==> src/rtl/m72_pkg.sv <==
// Shared types for the M72 SDRAM CPU-side path: arbiter states, the buffered
// command word, and the data returned when an access is aborted.
package m72_pkg;

   typedef enum logic [1:0] {
      ARB_IDLE = 2'd0,
      ARB_WAIT = 2'd1,
      ARB_DONE = 2'd2
   } arb_state_t;

   typedef struct packed {
      logic [24:1] addr;
      logic [15:0] din;
      logic [1:0]  wr_sel;
   } sdr_cmd_t;

   localparam logic [15:0] SDR_TIMEOUT_DATA = 16'hFFFF;

endpackage

==> src/rtl/sdr_req_slot.sv <==
// One-deep request buffer for a single requester: holds the pending flag and
// the captured command until the arbiter grants it.
module sdr_req_slot
   import m72_pkg::*;
(
   input  logic     CLK_32M,
   input  logic     reset_n,
   input  logic     req,
   input  sdr_cmd_t cmd_in,
   input  logic     in_flight,
   input  logic     grant,
   output logic     pending,
   output sdr_cmd_t cmd,
   output logic     overrun
);

   logic is_free;

   assign is_free = !pending && !in_flight;
   assign overrun = req && !is_free;

   // A grant can only hit a pending slot, so capture and clear never coincide.
   always_ff @(posedge CLK_32M or negedge reset_n) begin
      if (!reset_n) begin
         pending <= 1'b0;
         cmd     <= '0;
      end else if (req && is_free) begin
         pending <= 1'b1;
         cmd     <= cmd_in;
      end else if (grant) begin
         pending <= 1'b0;
      end
   end

endmodule

==> src/rtl/sdr_cpu_arbiter.sv <==
// Round-robin arbiter sharing the CPU-side SDRAM port between the V30 path
// (port 0) and the sound/MCU ROM path (port 1), with a watchdog on sdr_rdy.
module sdr_cpu_arbiter
   import m72_pkg::*;
#(
   parameter int TIMEOUT = 1023
) (
   input  logic        CLK_32M,
   input  logic        reset_n,
   input  logic        hold,
   input  logic        p0_req,
   input  logic        p1_req,
   input  logic [24:1] p0_addr,
   input  logic [24:1] p1_addr,
   input  logic [15:0] p0_din,
   input  logic [15:0] p1_din,
   input  logic [1:0]  p0_wr_sel,
   input  logic [1:0]  p1_wr_sel,
   output logic [15:0] p0_dout,
   output logic [15:0] p1_dout,
   output logic        p0_ack,
   output logic        p1_ack,
   output logic [24:1] sdr_addr,
   output logic [15:0] sdr_din,
   output logic [1:0]  sdr_wr_sel,
   output logic        sdr_req,
   input  logic        sdr_rdy,
   input  logic [15:0] sdr_dout,
   output logic        busy,
   output logic        err_timeout,
   output logic        err_overrun
);

   localparam int TW = $clog2(TIMEOUT + 1);
   localparam logic [TW-1:0] TIMER_LIMIT = TW'(TIMEOUT);
   localparam logic [TW-1:0] TIMER_MAX   = {TW{1'b1}};

   arb_state_t  state, next_state;
   logic        last_grant;
   logic [TW-1:0] timer;

   logic        p0_pending, p1_pending;
   logic        p0_overrun, p1_overrun;
   sdr_cmd_t    p0_cmd, p1_cmd, win_cmd;
   logic        issue, sel, rdy_done, to_done, finish;
   logic [15:0] done_data;

   sdr_req_slot u_slot0 (
      .CLK_32M   (CLK_32M),
      .reset_n   (reset_n),
      .req       (p0_req),
      .cmd_in    ('{addr: p0_addr, din: p0_din, wr_sel: p0_wr_sel}),
      .in_flight (state == ARB_WAIT && last_grant == 1'b0),
      .grant     (issue && sel == 1'b0),
      .pending   (p0_pending),
      .cmd       (p0_cmd),
      .overrun   (p0_overrun)
   );

   sdr_req_slot u_slot1 (
      .CLK_32M   (CLK_32M),
      .reset_n   (reset_n),
      .req       (p1_req),
      .cmd_in    ('{addr: p1_addr, din: p1_din, wr_sel: p1_wr_sel}),
      .in_flight (state == ARB_WAIT && last_grant == 1'b1),
      .grant     (issue && sel == 1'b1),
      .pending   (p1_pending),
      .cmd       (p1_cmd),
      .overrun   (p1_overrun)
   );

   always_ff @(posedge CLK_32M or negedge reset_n) begin
      if (!reset_n) state <= ARB_IDLE;
      else          state <= next_state;
   end

   // On a tie the port that did not win last time goes next.
   always_comb begin
      next_state = state;
      issue      = 1'b0;
      sel        = last_grant;
      rdy_done   = 1'b0;
      to_done    = 1'b0;
      case (state)
         ARB_IDLE: begin
            if (!hold && (p0_pending || p1_pending)) begin
               issue      = 1'b1;
               sel        = (p0_pending && p1_pending) ? ~last_grant : p1_pending;
               next_state = ARB_WAIT;
            end
         end
         ARB_WAIT: begin
            if (sdr_rdy) begin
               rdy_done   = 1'b1;
               next_state = ARB_DONE;
            end else if (timer >= TIMER_LIMIT) begin
               to_done    = 1'b1;
               next_state = ARB_DONE;
            end
         end
         ARB_DONE: next_state = ARB_IDLE;
         default:  next_state = ARB_IDLE;
      endcase
   end

   assign win_cmd   = sel ? p1_cmd : p0_cmd;
   assign finish    = rdy_done || to_done;
   assign done_data = rdy_done ? sdr_dout : SDR_TIMEOUT_DATA;
   assign busy      = (state != ARB_IDLE) || p0_pending || p1_pending;

   // SDRAM command fields only move in the issue cycle; acks are registered so
   // they line up with the DONE state.
   always_ff @(posedge CLK_32M or negedge reset_n) begin
      if (!reset_n) begin
         last_grant  <= 1'b1;
         timer       <= '0;
         sdr_req     <= 1'b0;
         sdr_addr    <= '0;
         sdr_din     <= '0;
         sdr_wr_sel  <= '0;
         p0_dout     <= '0;
         p1_dout     <= '0;
         p0_ack      <= 1'b0;
         p1_ack      <= 1'b0;
         err_timeout <= 1'b0;
         err_overrun <= 1'b0;
      end else begin
         sdr_req <= 1'b0;
         p0_ack  <= 1'b0;
         p1_ack  <= 1'b0;
         if (issue) begin
            sdr_req    <= 1'b1;
            sdr_addr   <= win_cmd.addr;
            sdr_din    <= win_cmd.din;
            sdr_wr_sel <= win_cmd.wr_sel;
            last_grant <= sel;
            timer      <= '0;
         end else if (state == ARB_WAIT && !finish && timer != TIMER_MAX) begin
            timer <= timer + 1'b1;
         end
         if (finish) begin
            if (last_grant) begin
               p1_ack  <= 1'b1;
               p1_dout <= done_data;
            end else begin
               p0_ack  <= 1'b1;
               p0_dout <= done_data;
            end
         end
         if (to_done)
            err_timeout <= 1'b1;
         if (p0_overrun || p1_overrun)
            err_overrun <= 1'b1;
      end
   end

endmodule

==> config.mk <==
export PLATFORM = sky130hd
export DESIGN_NAME = sdr_cpu_arbiter
export DESIGN_NICKNAME = d
export VERILOG_FILES = /design/src/rtl/m72_pkg.sv /design/src/rtl/sdr_req_slot.sv /design/src/rtl/sdr_cpu_arbiter.sv
export SDC_FILE = /design/constraint.sdc
export NUM_CORES = 1
export LEC_CHECK = 0
export CAP_MARGIN = 20
export CORE_MARGIN = 3
export CORE_UTILIZATION = 30
export DETAILED_ROUTE_END_ITERATION = 10
export PLACE_DENSITY_LB_ADDON = 0.15
export SETUP_SLACK_MARGIN = 0.5
export SYNTH_ARGS = -nofsm -noshare
export SYNTH_HDL_FRONTEND = slang
export SYNTH_SLANG_ARGS = --single-unit
export TNS_END_PERCENT = 50
==> constraint.sdc <==
create_clock -name CLK_32M -period 4.4 [get_ports CLK_32M]
set_input_delay 0.44 -clock CLK_32M [delete_from_list [all_inputs] [get_ports CLK_32M]]
set_output_delay 0.44 -clock CLK_32M [all_outputs]
set_load 0.1 [all_outputs]
# [Word-level counts from Yosys, hierarchy flattened]
# Index checks and enable logic that the tools add are counted.
[totals] in_bits=106 latch_bits=0 mem_count=0 reg_bits=178 mem_bits_rw=0 wordCells=91 out_inout_bits=80 rom_bits=0
[op_classes] bitwise=2 shift=0 div_mod_pow=0 add_sub_neg=1 eq_ne=4 reduce_logical=35 magnitude_cmp=1 n_mux=27 mul=0
[ops] cell="$mux 42" n=1
[ops] cell="$mux 10" n=2
[ops] cell="$mux 1" n=19
[ops] cell="$mux 16" n=1
[ops] cell="$logic_and 1x1->1" n=14
[ops] cell="$add 10x1->10 const B" n=1
[ops] cell="$ge 10x10->1 const B" n=1
[ops] cell="$ne 10x10->1 const B" n=1
[ops] cell="$logic_not 1->1" n=8
[ops] cell="$reduce_bool 2->1" n=4
[ops] cell="$mux 2" n=3
[ops] cell="$reduce_and 2->1" n=3
[ops] cell="$logic_or 1x1->1" n=5
[ops] cell="$pmux 2 s2" n=1
[ops] cell="$ne 3x2->1 const B" n=1
[ops] cell="$eq 2x1->1 const B" n=1
[ops] cell="$logic_not 2->1" n=1
[ops] cell="$ne 2x2->1 const B" n=1
[ops] cell="$not 1->1" n=2

# [Logic depth before layout (Yosys ltp)]
# Gate-level depths: netlist (run 1).
[logic_depth] ltp_word=10 depth_mapped=7 ltp_nobuf=5

# [Hierarchy]
# From an unflattened synthesis (run 1), not the netlist that was laid out.
[hier_totals] cells_unflattened=544 area_unflattened_um2=7188.1
[modules_own_cells] module="sdr_cpu_arbiter" area_each_um2=3925.0 cells_each=358 seq_area_each_um2=2303.5 n_inst=1
[modules_own_cells] module="sdr_req_slot" area_each_um2=1631.6 cells_each=93 seq_area_each_um2=1076.0 n_inst=2

# [Worst setup path after synthesis (run 1)]
# Ideal clock, no wire load.
[synth_path] kind="register to register" from="register state[1]" to="register timer[9]" stages_incl_launch_ff=6 slack_ps=2607 arrival_time_ps=1663 synth_period_minus_slack_ps=1793 required_time_ps=4271 setup_ps=129 path_buffers=1 path_cell_list="dfrtp_1 > buf_2 > or3b_4 > or4_1 > o211ai_1 > o31ai_1"
[synth_via] elab_chain_cells=7 word_cells_on_any_way=11 cone_classes="eq/ne (1); mux (4); reduce/logical (6)"
[synth_rtl] item="from (decl)" line_no="sdr_cpu_arbiter.sv:38" source="arb_state_t state, next_state;"
[synth_rtl] item="from (signal assigned)" line_no="sdr_cpu_arbiter.sv:74" source="else state <= next_state;"
[synth_rtl] item="$eq 2x1->1" line_no="sdr_cpu_arbiter.sv:84, sdr_cpu_arbiter.sv:138"
[synth_rtl] item="$mux 1" line_no="sdr_cpu_arbiter.sv:84" source="case (state)"
[synth_rtl] item="$logic_or 1x1->1" line_no="sdr_cpu_arbiter.sv:107" source="assign finish = rdy_done || to_done;"
[synth_rtl] item="$logic_not 1->1" line_no="sdr_cpu_arbiter.sv:138" source="end else if (state == ARB_WAIT && !finish && timer != TIMER_MAX) begin"
[synth_rtl] item="$logic_and 1x1->1 (2 in a row)" line_no="sdr_cpu_arbiter.sv:138"
[synth_rtl] item="$reduce_bool 2->1 (no source line)"
[synth_rtl] item="to (signal assigned)" line_no="sdr_cpu_arbiter.sv:139" source="timer <= timer + 1'b1;"
[synth_rtl] item="to (decl)" line_no="sdr_cpu_arbiter.sv:40" source="logic [TW-1:0] timer;"
# Parallel ways exist; a longest one is shown, timed or not.
# A chain may end at the register's enable or synchronous reset.

# [Final worst setup path (run 1)]
[layout_path] from="register u_slot1.pending" to="output port busy"
[layout_via] elab_chain_cells=1
[layout_rtl] item="from (decl)" line_no="sdr_req_slot.sv:12" source="output logic pending,"
[layout_rtl] item="from (signal assigned)" line_no="sdr_req_slot.sv:25" source="pending <= 1'b0;"
[layout_rtl] item="from (signal assigned)" line_no="sdr_req_slot.sv:28" source="pending <= 1'b1;"
[layout_rtl] item="from (signal assigned)" line_no="sdr_req_slot.sv:31" source="pending <= 1'b0;"
[layout_rtl] item="$logic_or 1x1->1" line_no="sdr_cpu_arbiter.sv:109" source="assign busy = (state != ARB_IDLE) || p0_pending || p1_pending;"
[layout_rtl] item="to (decl)" line_no="sdr_cpu_arbiter.sv:29" source="output logic busy,"
# No other way between the ends.

==> run metrics, run 1 <==
crit share post-route=60.7%; Syn Inst Count=547; I/O Buffers=between 150 and 200; Initial DRC Count=194; Final Routed Wirelength=roughly 19 mm; FF+latch count, synth=178; CORE AREA=0.0229 sq mm; Post-Syn Area=0.00708 sq mm; Netlist cell types=between 40 and 50; post-DR wirelength/cell=roughly 18 um; largest net degree at the start of global routing=roughly 110; Cell Rows=55; Die X-Extent=160 um; Rel. slew slack=30.7%; worst setup margin=1.73 ns; n_diodes=0; worst path bufs/invs=1; Required @ worst endpoint=3.96 ns; Sink Count=178; Synth Warn #=0; top cell type's share of synthesized area=a little over three fifths; initial antenna violation count=1; gr ovfl total=0; Tightest Pin Transition=1.04 ns; gr usage total=14.8%; Worst-Skew Late Latency=0.42 ns; Mapped Avg Cell Area=12.9 sq um; DP Cell Count=1015; clk slew on worst S/H paths=0.07 ns; post-route ant nets=0; die height=160 um; RePlAce Congestion=0.757; syn nets=approximately 650; Clock Tree Buf Depth=2; Crit Reg-Reg Startpoint=last_grant$_DFFE_PN1P_; clock root cell=clkbuf_16; Synth Flop Type=dfrtp_1; CP max-delay cell=clkdlybuf4s50_1; FF-to-FF setup slack=1.74 ns; Critical Setup Path Class=reg -> out; Max Slew Vio Count=0; Post-Route Skew=0.0110 ns; Cell Chain, Critical Path=nor2_1 -> nand2_1 -> clkdlybuf4s50_1; TritonCTS clock tree=yes; crit start category=register; top-count cell post-synth=dfrtp_1; vias per inst=between 4 and 5; worst min-delay path class=in -> async; layout cells sized above 1=under 10%; fin cells=between 1000 and 1500; EDFF count, synth=0; 1st-pass router iterations=4; Crit Path Max Fanout=8; I/O Pins=186; die area=roughly 0.025 sq mm; Area Overhead vs Synth=40.4%; vias=4985; max-cap violation count=0; Initial Util=between 30 and 40%; Worst R2R End=u_slot1.cmd[37]$_DFFE_PN0P_; Final setup viols=0; critical path capture point type=output port; family with the most delay on the worst path=buffers and inverters; vias in the first global route=roughly 5400; dpl ws=1.67 ns; async set-reset flop share out of synthesis=between 90% and 100%; PostCTS Resize Cnt=0; total clock buffers created by CTS=17; setup TNS=0 ns; fin nets=832; Residual DRC=0; Fmax=375 MHz; Setup Buffers After CTS=0; post-synth top area cell=dfrtp_1; clock period minus worst slack=2.67 ns; final hold violations=0; Worst path max stage delay=1.15 ns; Seq/Total Area, Yosys=62.9%; unrepaired setup endpoints after global routing=no; Arr. time, crit path=2.23 ns; Synth top cells by count=177 x dfrtp_1, 63 x mux2_1, 50 x nand2_1, 41 x o21ai_1, 36 x o22ai_1; first-pass GRT wire length=30.1 mm; synth top area cells=dfrtp_1 63%, mux2_1 10%, a2bb2oi_1 4.0%; DP HPWL=12.6 mm; Max H-tree Level=4; outcome=complete, no violations; FF-to-FF path depth=5
[repair_timing]
item,4_1_cts,5_1_grt
endpoints found under the setup margin,0,0
hold endpoints to repair,0,12
hold buffers,0,1
[worst reg2reg max path, stage by stage (launching register included)]
cell and delay, ns:
dfstp_2 0.60, and3b_1 0.70, nor2_1 0.11, nand2_2 0.50
buf_12 0.27, mux2_2 0.37
[cell usage in the layout (no fill, tap or decap), types with 2 or more instances in the layout]
master	count
a2bb2oi_1	32
buf_12	4
buf_4	3
bufinv_16	2
clkbuf_16	17
clkbuf_8	2
clkdlybuf4s50_1	184
clkinv_4	2
clkinvlp_4	4
dfrtp_1	177
inv_1	5
inv_6	3
mux2_1	63
mux2_2	21
mux2i_1	6
nand2_1	49
nand2b_1	2
nand3_1	8
nor2_1	5
nor2b_1	16
nor3_1	3
nor3b_1	2
nor3b_4	2
o211ai_1	4
o21a_1	2
o21ai_0	8
o21ai_1	40
o22ai_1	36
o31ai_1	5
o41ai_1	2
or3_1	2
[state kept, by name, summed over array words and instances, names as in the netlist]
signal / cells
p1_ack: 1
err_overrun: 1
u_slot0.cmd: 42
sdr_req: 1
p0_ack: 1
u_slot1.cmd: 42
sdr_wr_sel: 2
timer: 10
p1_dout: 16
sdr_addr: 24
state: 2
err_timeout: 1
last_grant: 1
p0_dout: 16
u_slot0.pending: 1
u_slot1.pending: 1
sdr_din: 16
[worst max-delay path by stage]
stage          slack [ns]                   startpoint                     endpoint  depth (start not counted)
2_1_floorplan        2.61         state[1]$_DFFE_PN0P_         timer[9]$_DFFE_PN0P_                          5
3_3_place_gp         1.59       last_grant$_DFFE_PN1P_  u_slot1.cmd[16]$_DFFE_PN0P_                          4
3_5_place_dp         1.67                      sdr_rdy         timer[9]$_DFFE_PN0P_                          5
4_1_cts              1.68  u_slot1.pending$_DFFE_PN0P_                         busy                          3
5_1_grt              1.61         state[1]$_DFFE_PN0P_                         busy                          3
6_report             1.73  u_slot1.pending$_DFFE_PN0P_                         busy                          3
[final cells by class]
cell class / instances / area (sq um)
clock buffers: 19 / 453
clock inverters: 13 / 150
fillers: 2111 / 13000
inverters: 5 / 18.8
multi-input cells: 327 / 2460
flip-flops and latches: 178 / 4460
well taps: 313 / 392
repair buffers: 196 / 2010
[stage by stage]
step / utilization, % / area (sq um) / hold WS, ns
after floorplan: - / 7080 / 0.144
after global placement: 40.3 / 9240 / 0.468
after detailed placement: 40.5 / 9280 / 0.457
after CTS: 43.1 / 9880 / 0.185
after global routing: 43.4 / 9940 / 0.416
final: 43.4 / 9940 / 0.408
[per-layer routing]
metal / vias up / track usage (%) / part of all wire (%)
met3: 9 / 4.33 / 5.5
met5: - / 0 / 0.070
met4: 2 / 3.14 / 0.60
met1: 2514 / 19.6 / 46
li1: 2338 / - / -
met2: 122 / 24.2 / 48
[cell families (layout without fill, tap and decap cells)]
group           count (synthesis)  in the layout  synth area share (%)
simple gates                  101            101                  7.37
mux                            90             90                  14.2
flops                         178            178                  62.9
fa+ha+maj                       1              1                 0.177
buf+inv                        42            233                  2.72
compound gates                135            135                  12.6
Power of run 1 is left out: the tool's default activity adds up to more than one toggle a clock period on the data nets, which glitch-free logic cannot reach.
==> run 2: changes to the inputs <==
Clock period 4.4 ns to 2.7 ns, I/O delays scaled along.
==> run metrics, run 2 (synthesized netlist as in run 1, its figures left out) <==
critical path capture point type=register; clock period minus worst slack=1.98 ns; vias per inst=4.79 (+0.90%); clock root cell=clkbuf_16; Fillers=2105 (-0.28%); RePlAce Congestion=0.740 (-2.3%); largest net degree at the start of global routing=74 (-31%); Cell Rows=55 (unchanged); I/O Buffers=185 (unchanged); Die X-Extent=160 um (unchanged); Setup Buffers After CTS=0 (unchanged); Final setup viols=0 (unchanged); n_diodes=0 (unchanged); Sink Count=178 (unchanged); TritonCTS clock tree=yes; die height=160 um (unchanged); total clock buffers created by CTS=17 (unchanged); setup TNS=0 ns (unchanged); Initial DRC Count=228 (+18%); 1st-pass router iterations=4 (unchanged); Initial Util=30.9% (unchanged); final hold violations=0 (unchanged); Clock Tree Buf Depth=2 (unchanged); commonest cells after routing, fill and taps aside=177 x dfrtp_1, 104 x clkdlybuf4s50_1, 92 x buf_4; Required @ worst endpoint=3.00 ns (-0.96 ns); Fmax=504 MHz; crit share post-route=between 70% and 80%; Final Routed Wirelength=19.1 mm (+2.3%); Tightest Pin Transition=0.747 ns (-0.290 ns); vias=5049 (+1.3%); first-pass GRT wire length=30.5 mm (+1.3%); Area Overhead vs Synth=37.5%; Crit Path Max Fanout=43 (+35); max-cap violation count=0 (unchanged); DP HPWL=12.7 mm (+0.77%); unrepaired setup endpoints after global routing=no; fin nets=838 (+0.72%); gr ovfl total=0 (unchanged); worst min-delay path class=in -> reg; Worst-Skew Late Latency=0.43 ns (about the same); crit start category=register; outcome=complete, no violations; Residual DRC=0 (unchanged); gr usage total=15.0% (+0.27 points); Largest regs=u_slot0.cmd (42), u_slot1.cmd (42), sdr_addr (24); commonest non-fill, non-tap cell in the layout=dfrtp_1; clk slew on worst S/H paths=0.07 ns (about the same); vias in the first global route=5415 (+0.93%); post-route ant nets=0 (unchanged); Post-Route Skew=0.0167 ns (+0.00568 ns); initial antenna violation count=1 (unchanged); Rel. slew slack=50.0% (+19 points); post-DR wirelength/cell=18.1 um (+1.9%); Arr. time, crit path=2.29 ns (+0.06 ns); I/O Pins=186 (unchanged); layout cells sized above 1=21.3% (+11 points); die area=0.0255 sq mm (unchanged); Critical Setup Path Class=reg -> reg; Max H-tree Level=4 (unchanged); Max Slew Vio Count=0 (unchanged); CORE AREA=0.0229 sq mm (unchanged)
## run 2: cell count changes in the layout (fill, tap and decap cells not counted), sizes merged
cell / previous run / this run
buf: 11 / 97
clkdlybuf4s50: 184 / 104
clkinvlp: 4 / 2
clkinv: 3 / 2
inv: 9 / 10
## run 2: per-stage QoR
step / std cells / cell area (sq um) / hold WS, ns / worst slack (ns) / util [%]
after floorplan: 547 / 7080 / -0.0256 / 0.907 / -
after global placement: 1024 / 9150 / 0.339 / 0.603 / 39.9
after detailed placement: 1024 / 9150 / 0.347 / 0.560 / 39.9
after CTS: 1055 / 9730 / 0.413 / 0.546 / 42.5
after global routing: 1055 / 9730 / 0.424 / 0.578 / 42.5
final: 1055 / 9730 / 0.432 / 0.715 / 42.5
## run 2: what timing repair did
item                                    CTS  global route
endpoints found under the setup margin    0            32
endpoints found under the hold margin    69             0
resized for setup                         0             2
hold buffers                              1             0
## run 2: routing by layer
layer | wire length, um | track usage (%)
met1 | 8370 | 19.1
met2 | 9420 | 25.5
met3 | 1080 | 4.25
met4 | 187 | 3.62
met5 | 9 | 0
## run 2: final timing paths
path | to | startpoint | slack, ns | depth (start not counted)
max | u_slot1.cmd[37]$_DFFE_PN0P_ | last_grant$_DFFE_PN1P_ | 0.72 | 5
min | u_slot1.cmd[32]$_DFFE_PN0P_ | p1_addr[15] | 0.43 | 2
max reg2reg | u_slot1.cmd[37]$_DFFE_PN0P_ | last_grant$_DFFE_PN1P_ | 0.72 | 5
min reg2reg | err_timeout$_DFFE_PN0P_ | err_timeout$_DFFE_PN0P_ | 0.48 | 2
max in group asynchronous | u_slot0.cmd[6]$_DFFE_PN0P_ | reset_n | 1.41 | 3
min in group asynchronous | sdr_addr[24]$_DFFE_PN0P_ | reset_n | 0.44 | 2
## run 2: layout make-up
cell class	count	area [sq um]	area share (%)
clock inverters	11	129	1.32
clock buffers	19	443	4.55
well taps	313	392	4.02
flip-flops and latches	178	4460	45.8
inverters	5	18.8	0.193
repair buffers	202	1830	18.8
multi-input cells	327	2460	25.3
## run 2: critical path: stages (launching register included)
cell and delay [ns]:
dfstp_2 0.60, and3b_1 0.40, nor2_1 0.09, nand2_2 0.10, buf_12 0.29, mux2_2 0.38
Power of run 2 is left out for the same reason.
==> run 3: changes to the inputs <==
Clock period 2.7 ns to 1.9 ns, I/O delays scaled along.
==> run metrics, run 3 (synthesized netlist as in run 1, its figures left out) <==
n_diodes=0 (unchanged); total clock buffers created by CTS=17 (unchanged); clock root cell=clkbuf_16; Post-Route Skew=0.0141 ns (-0.00255 ns); gr usage total=16.0% (+0.94 points); vias per inst=4.84 (+1.0%); post-route ant nets=0 (unchanged); gr ovfl total=0 (unchanged); critical path capture point type=register; RePlAce Congestion=0.795 (+7.4%); Max H-tree Level=4 (unchanged); GR Util met1=21.0% (+1.9 points); crit share post-route=91.3% (+18 points); post-DR wirelength/cell=19.4 um (+7.1%); Critical Setup Path Class=reg -> reg; Final setup viols=0 (unchanged); layout cells sized above 1=36.6% (+15 points); die area=0.0255 sq mm (unchanged); post-route cell area=0.0110 sq mm (+14%); Tightest Pin Transition=0.510 ns (-0.237 ns); clock period minus worst slack=1.73 ns (-0.250 ns); TritonCTS clock tree=yes; Clock Tree Buf Depth=2 (unchanged); vias in the first global route=5616 (+3.7%); Arr. time, crit path=2.08 ns (-0.21 ns); met2 usage=25.2% (-0.29 points); commonest cells after routing, fill and taps aside=174 x dfrtp_1, 117 x buf_4, 104 x clkdlybuf4s50_1; clk slew on worst S/H paths=0.08 ns (about the same); crit start category=register; largest net degree at the start of global routing=52 (-30%); Residual DRC=0 (unchanged); Cell Rows=55 (unchanged); unrepaired setup endpoints after global routing=yes; Largest regs=u_slot0.cmd (42), u_slot1.cmd (42), sdr_addr (24); Initial Util=30.9% (unchanged); Initial DRC Count=272 (+19%); Area after DPL=0.00958 sq mm (+4.7%); commonest non-fill, non-tap cell in the layout=dfrtp_1; die height=160 um (unchanged); FF-to-FF setup slack=0.17 ns (-0.55 ns); DP HPWL=12.7 mm (-0.53%); Final Routed Wirelength=21.6 mm (+13%); Area Overhead vs Synth=56.1%; I/O Pins=186 (unchanged); initial antenna violation count=0 (-1); Min Hold Slack=0.292 ns (-0.140 ns); Worst-Skew Late Latency=0.42 ns (about the same); first-pass GRT wire length=32.4 mm (+6.0%); 1st-pass router iterations=4 (unchanged); I/O Buffers=185 (unchanged); Sink Count=178 (unchanged); Rel. slew slack=66.0% (+16 points); Required @ worst endpoint=2.25 ns (-0.75 ns); CORE AREA=0.0229 sq mm (unchanged); Max Slew Vio Count=0 (unchanged); outcome=complete, no violations; Layout Utilization=48.2% (+5.7 points); Fmax=577 MHz (+14%); gr busiest metal=met2; Crit Path Max Fanout=7 (-84%); routing usage on met3=5.50% (+1.2 points); fin nets=898 (+7.2%); final hold violations=0 (unchanged); worst min-delay path class=in -> async; vias=5401 (+7.0%); Die X-Extent=160 um (unchanged); max-cap violation count=0 (unchanged)
-- run 3: layer usage --
layer  part of all wire (%)  routed length, um  vias to the layer above
li1                       -                  -                     2485
met1                     44               9480                     2707
met2                     47              10200                      184
met3                    7.2               1570                       25
met4                    2.0                432                        0
met5                      0                  0                        -
-- run 3: cell type report --
class	instances	area, sq um
Timing Repair Buffer	259	2630
Clock buffer	18	439
Clock inverter	14	165
Tap cell	313	392
Fill cell	2049	11900
Multi-Input combinational cell	330	2950
Inverter	5	18.8
Sequential cell	178	4460
-- run 3: per-stage QoR --
stage               setup WS, ns   TNS (ns)  cells
floorplan                  0.240          0    547
global placement       -0.000506  -0.000506   1038
detailed placement       0.00200          0   1038
CTS                        0.201          0   1092
global route              0.0834          0   1117
finish                     0.166          0   1117
-- run 3: timing repair --
item,in CTS,in global routing
pin swaps,12,25
gates cloned,7,6
endpoints found under the setup margin,175,179
hold endpoints to repair,43,0
hold buffers,1,0
resized for setup,42,32
buffers inserted,14,19
-- run 3: critical path, cell delays in order (launching register included) --
cell and delay [ns]:
dfrtp_2 0.45, or3_4 0.42, o22ai_4 0.28, buf_12 0.16
buf_16 0.14, o22ai_1 0.08, o21ai_1 0.13
-- run 3: final timing paths --
check	depth (start not counted)	from	endpoint
hold / removal	2	reset_n	timer[6]$_DFFE_PN0P_
min in group CLK_32M	2	p0_addr[13]	u_slot0.cmd[30]$_DFFE_PN0P_
max in group asynchronous	3	reset_n	p1_dout[2]$_DFFE_PN0P_
hold reg to reg	1	err_overrun$_DFFE_PN0P_	err_overrun$_DFFE_PN0P_
setup reg to reg	6	state[1]$_DFFE_PN0P_	sdr_din[7]$_DFFE_PN0P_
setup / recovery	6	state[1]$_DFFE_PN0P_	sdr_din[7]$_DFFE_PN0P_
Power of run 3 is left out for the same reason.
==> RTL change 1 (config.mk and constraints of run 1) <==
Re-encode `arb_state_t` (3 states) as one-hot, 3 bits wide.
--- a/src/rtl/m72_pkg.sv
+++ b/src/rtl/m72_pkg.sv
@@ -2,10 +2,10 @@
 // command word, and the data returned when an access is aborted.
 package m72_pkg;
 
-   typedef enum logic [1:0] {
-      ARB_IDLE = 2'd0,
-      ARB_WAIT = 2'd1,
-      ARB_DONE = 2'd2
+   typedef enum logic [2:0] {
+      ARB_IDLE = 3'b001,
+      ARB_WAIT = 3'b010,
+      ARB_DONE = 3'b100
    } arb_state_t;
 
    typedef struct packed {
Function: no difference found for any inputs over 4 cycles, from zero or initial values and one cycle with reset_n low; so few cycles prove little.
==> RTL change 1 against run 1 <==
Sequential cell count rose by 1. Cell area rose by 0.65%. Critical path depth did not move. Via count fell by 2.4%. Area after synthesis rose by 2.5%. Non-clock buffer count fell by 1. Routed wire length rose by 0.17%. Clock skew rose by 0.0019 ns. Hold slack got worse by 0.29 ns. Worst setup slack got worse by 0.62 ns. Critical path type unchanged. Largest cell class unchanged.
Power is left out: the tool's default activity adds up to more than one toggle a clock period on the data nets, which glitch-free logic cannot reach.
==> RTL change 1: results (changes against run 1) <==
Run status
  – Outcome: complete, no violations

Detailed routing
  – DRT iter0 DRCs: 290 (+49%)
  – Routed wire per std cell: 17.68 µm (-0.31%)
  – Via-per-instance ratio: 4.607 (-2.9%)

Layout
  – Area of all placed cells without fillers: 10010 µm² (+0.65%)
  – Final nets: 831 (-0.12%)
  – Number of filler cells placed in the layout: 2210 (+4.7%)
  – Fraction of layout instances using a drive strength above 1: 0.1710 (+0.07205)
  – Largest registers ranked by flip-flop count: u_slot0.cmd (42), u_slot1.cmd (42), sdr_addr (24)

Global routing
  – Met3 usage in global routing: 0.04617 (+0.002845)
  – Global-route wire length before repair: 29.26 mm (-2.9%)
  – Met2 demand-to-capacity share in global routing: 0.2308 (-0.01073)
  – Vias in the first global route: 5236 (-2.4%)
  – Global Route Usage Sum: 0.1445 (-0.003207)
  – Pin count of the biggest net entering global routing: 101 (-5.6%)
  – Met1 GRT Util: 0.1842 (-0.01164)

Logic synthesis
  – Sequential area share after synthesis: 0.6179 (-0.01147)
  – Main area contributors after synthesis: dfrtp_1 (61%), mux2_2 (11%), mux2i_1 (5.8%)
  – Yosys cell types: 46 (+2.2%)
  – Net count after synthesis: 648 (-0.92%)
  – Post-synth top cells: dfrtp_1 (177), mux2_2 (71), nand2_1 (49)

Worst setup path
  – Kind of cell adding the most delay to the critical path: buffers and inverters
  – Data arrival, critical path: 2.85 ns (+0.62 ns)
  – Critical path's slowest cell: clkdlybuf4s50_1
  – Setup slack, reg-to-reg: 1.85 ns (+0.11 ns)
  – Capture point of the worst reg-to-reg path: u_slot1.cmd[36]$_DFFE_PN0P_
  – Largest driver fanout on the critical path: 6 (-2)
  – Startpoint of the most critical register-to-register path: state[0]$_DFFE_PN1P_
  – Critical Path Max Stage Delay: 0.99 ns (-0.16 ns)

Clocking
  – Post-CTS repair timing setup buffer count: 0 (unchanged)
  – Clk Tree Root Cell: clkbuf_16
  – Clk pin slew, worst setup/hold paths: 0.07 ns (about the same)
  – Maximum buffer depth of the clock tree: 2 (unchanged)

Timing
  – Worst max-slew margin expressed relative to the limit: 0.2918 (-0.01510)
  – Worst-case clock skew: 0.01284 ns (+0.001854 ns)

Place
  – Post-placement cell area: 9404 µm² (+1.3%)
  – Final HPWL from detailed placement: 12.52 mm (-0.87%)
  – Routability cong.: 0.8120 (+7.3%)

Hold path
  – Path type of the worst min-delay path: primary input to asynchronous set/reset pin
## RTL change 1: cell types whose count changed after synthesis, moves of 12 or more
cell	change
mux2_1	-50
nor2_1	+17
nor2b_1	-12
o21ai_1	-37
mux2i_1	+36
o21ai_0	+34
o22ai_1	-36
mux2_2	+50
## RTL change 1: kinds of logic after synthesis
| group | Yosys count | share of synthesized area |
|---|---|---|
| buf+inv | 36 | 0.02950 |
| mux | 126 | 0.1884 |
| compound gates | 97 | 0.08901 |
| flops | 179 | 0.6179 |
| simple gates | 99 | 0.06987 |
| xor+xnor | 3 | 0.003623 |
| fa+ha+maj | 1 | 0.001725 |
## RTL change 1: worst reg2reg max path: cells and delay by family (launching register included)
family        cells  cell delay (ns)
simple gates      3             0.83
buf+inv           1             0.59
mux               1             0.44
flops             1             0.58
## RTL change 1: how the worst max path moves through the flow
stage | start | to | slack [ns] | cells past startpoint
2_1_floorplan | u_slot1.pending$_DFFE_PN0P_ | busy | 2.27 | 2
3_3_place_gp | hold | state[1]$_DFFE_PN0P_ | 1.42 | 5
3_5_place_dp | hold | sdr_addr[15]$_DFFE_PN0P_ | 1.45 | 6
4_1_cts | u_slot0.pending$_DFFE_PN0P_ | busy | 1.08 | 3
5_1_grt | u_slot0.pending$_DFFE_PN0P_ | busy | 1.05 | 3
6_report | u_slot0.pending$_DFFE_PN0P_ | busy | 1.11 | 3
## RTL change 1: layer usage
| metal | wire (µm) | part of all wire | vias to the layer above |
|---|---|---|---|
| li1 | - | - | 2297 |
| met1 | 8173 | 0.44 | 2424 |
| met2 | 9029 | 0.48 | 117 |
| met3 | 1019 | 0.055 | 25 |
| met4 | 443 | 0.024 | 2 |
| met5 | 9 | 0.00048 | - |
## RTL change 1: cell type report
class	instances	area share
clock buffers	18	0.04289
well taps	319	0.03988
flip-flops and latches	179	0.4479
inverters	5	0.001875
repair buffers	195	0.1952
multi-input cells	326	0.2569
clock inverters	14	0.01538
## RTL change 1: per-stage QoR
stage / instances / setup WS (ns) / hold slack [ns]
2_1_floorplan: 541 / 2.272 / 0.1444
3_3_place_gp: 1023 / 1.424 / 0.4648
3_5_place_dp: 1023 / 1.449 / 0.4679
4_1_cts: 1055 / 1.085 / 0.1499
5_1_grt: 1056 / 1.047 / 0.1841
6_report: 1056 / 1.110 / 0.1206
==> RTL change 2 (settings of run 1) <==
Without the edit above. The parameter `TIMEOUT` goes from 1023 to 511.
--- a/src/rtl/sdr_cpu_arbiter.sv
+++ b/src/rtl/sdr_cpu_arbiter.sv
@@ -3,7 +3,7 @@
 module sdr_cpu_arbiter
    import m72_pkg::*;
 #(
-   parameter int TIMEOUT = 1023
+   parameter int TIMEOUT = 511
 ) (
    input  logic        CLK_32M,
    input  logic        reset_n,
Behaviour: same outputs for any inputs over 4 cycles, from zero or initial values and one cycle with reset_n low; that may be too few to reach the edited logic, so the function may still have changed.
==> RTL change 2 against run 1 <==
Final cell count is the same. Area after synthesis is 2.1% higher. Routed wire length decreased by 3.5%. Via count decreased by 2.7%. Maximum frequency fell by 6.5%. Cell area grew 0.59%. Worst setup slack got worse by 0.19 ns. Clock skew increased by 0.0032 ns. Count of clock-buffer cells in the layout is 2 lower. Sequential cell count is 1 lower. Critical path type unchanged.
Power is left out: the tool's default activity adds up to more than one toggle a clock period on the data nets, which glitch-free logic cannot reach.
==> RTL change 2: results (changes against run 1) <==
Layout
  – Number of filler cells placed in the layout: 2240 (+6.1%)
  – Final nets: 827 (-0.60%)
  – Fraction of layout instances using a drive strength above 1: 0.1817 (+0.08278)

Worst setup path
  – Capture point of the worst reg-to-reg path: u_slot1.cmd[14]$_DFFE_PN0P_
  – Largest driver fanout on the critical path: 7 (-1)
  – Critical Path Max Stage Delay: 1.00 ns (-0.15 ns)
  – Data arrival, critical path: 2.41 ns (+0.18 ns)
  – Setup slack, reg-to-reg: 1.92 ns (+0.18 ns)

Run status
  – Outcome: complete, no violations

Logic synthesis
  – Sequential area share after synthesis: 0.6128 (-0.01653)
  – Yosys cell types: 42 (-6.7%)
  – Main area contributors after synthesis: dfrtp_1 (61%), mux2_2 (12%), mux2i_1 (5.8%)
  – Post-synth top cells: dfrtp_1 (176), mux2_2 (80), o21ai_0 (51)
  – Syn Inst Count: 539 (-1.5%)
  – Cell with the most instances after synthesis: dfrtp_1
  – Net count after synthesis: 647 (-1.1%)

Timing
  – Transition at the pin with the smallest max-transition slack: 1.034 ns (-0.002165 ns)
  – Smallest hold slack: 0.1243 ns (-0.2840 ns)
  – Worst-case clock skew: 0.01423 ns (+0.003243 ns)

Place
  – Routability cong.: 0.7760 (+2.5%)
  – Post-placement cell area: 9378 µm² (+1.0%)
  – Cell Count Post-Placement: 1018 (+0.30%)
  – Post-placement setup slack: 1.618 ns (-0.05142 ns)
  – Final HPWL from detailed placement: 12.46 mm (-1.3%)

Global routing
  – Global Route Usage Sum: 0.1417 (-0.006062)
  – Met2 demand-to-capacity share in global routing: 0.2204 (-0.02112)
  – Met1 GRT Util: 0.1888 (-0.007042)
  – Vias in the first global route: 5312 (-0.99%)
  – Global-route wire length before repair: 29.21 mm (-3.0%)
  – Antenna violations before repair: 0 (-1)

Detailed routing
  – Detail Route met3 WL: 1.179 mm (+15%)
  – Detailed-route via count: 4851 (-2.7%)
  – DRT iter0 DRCs: 221 (+14%)
  – Topmost layer with routed signal wires: met4
  – Met1 WL: 8.550 mm (+0.60%)
  – Met2 wire length: 8.054 mm (-10%)
  – Routed wire length: 18.00 mm (-3.5%)

Clocking
  – CTS HTree Levels: 4 (unchanged)
RTL change 2: cell types whose count changed in the layout (fill, tap and decap cells not counted), sizes merged, moves of 3 or more:
cell / delta
clkinvlp: -3
o22ai: -37
nor2: +4
mux2i: +36
RTL change 2: kinds of logic (layout without fill, tap and decap cells):
| logic type | Yosys count | after routing | synth area share |
|---|---|---|---|
| AOI/OAI and AO/OA | 97 | 97 | 0.08792 |
| and+or+nand+nor | 98 | 98 | 0.07200 |
| DFF | 177 | 177 | 0.6128 |
| adders and majority gates | 2 | 2 | 0.003461 |
| muxes | 126 | 126 | 0.1890 |
| xor gates and xnor gates | 2 | 2 | 0.002423 |
| buffers and inverters | 37 | 230 | 0.03236 |
RTL change 2: cell type report:
| type | count | area, µm² | share of cell area |
|---|---|---|---|
| flip-flops and latches | 177 | 4431 | 0.4430 |
| clock buffers | 17 | 425.4 | 0.04254 |
| inverters | 4 | 15.01 | 0.001501 |
| well taps | 319 | 399.1 | 0.03991 |
| repair buffers | 194 | 1951 | 0.1950 |
| clock inverters | 15 | 192.7 | 0.01927 |
| multi-input cells | 325 | 2587 | 0.2587 |
RTL change 2: worst max path at each step:
stage / startpoint / end / slack (ns) / cells after the start
finish: u_slot1.pending$_DFFE_PN0P_ / busy / 1.55 / 2
CTS: u_slot1.pending$_DFFE_PN0P_ / busy / 1.51 / 2
floorplan: timer[0]$_DFFE_PN0P_ / timer[6]$_DFFE_PN0P_ / 2.31 / 8
global placement: last_grant$_DFFE_PN1P_ / u_slot1.cmd[15]$_DFFE_PN0P_ / 1.56 / 4
detailed placement: sdr_rdy / timer[6]$_DFFE_PN0P_ / 1.62 / 5
global route: u_slot1.pending$_DFFE_PN0P_ / busy / 1.47 / 2
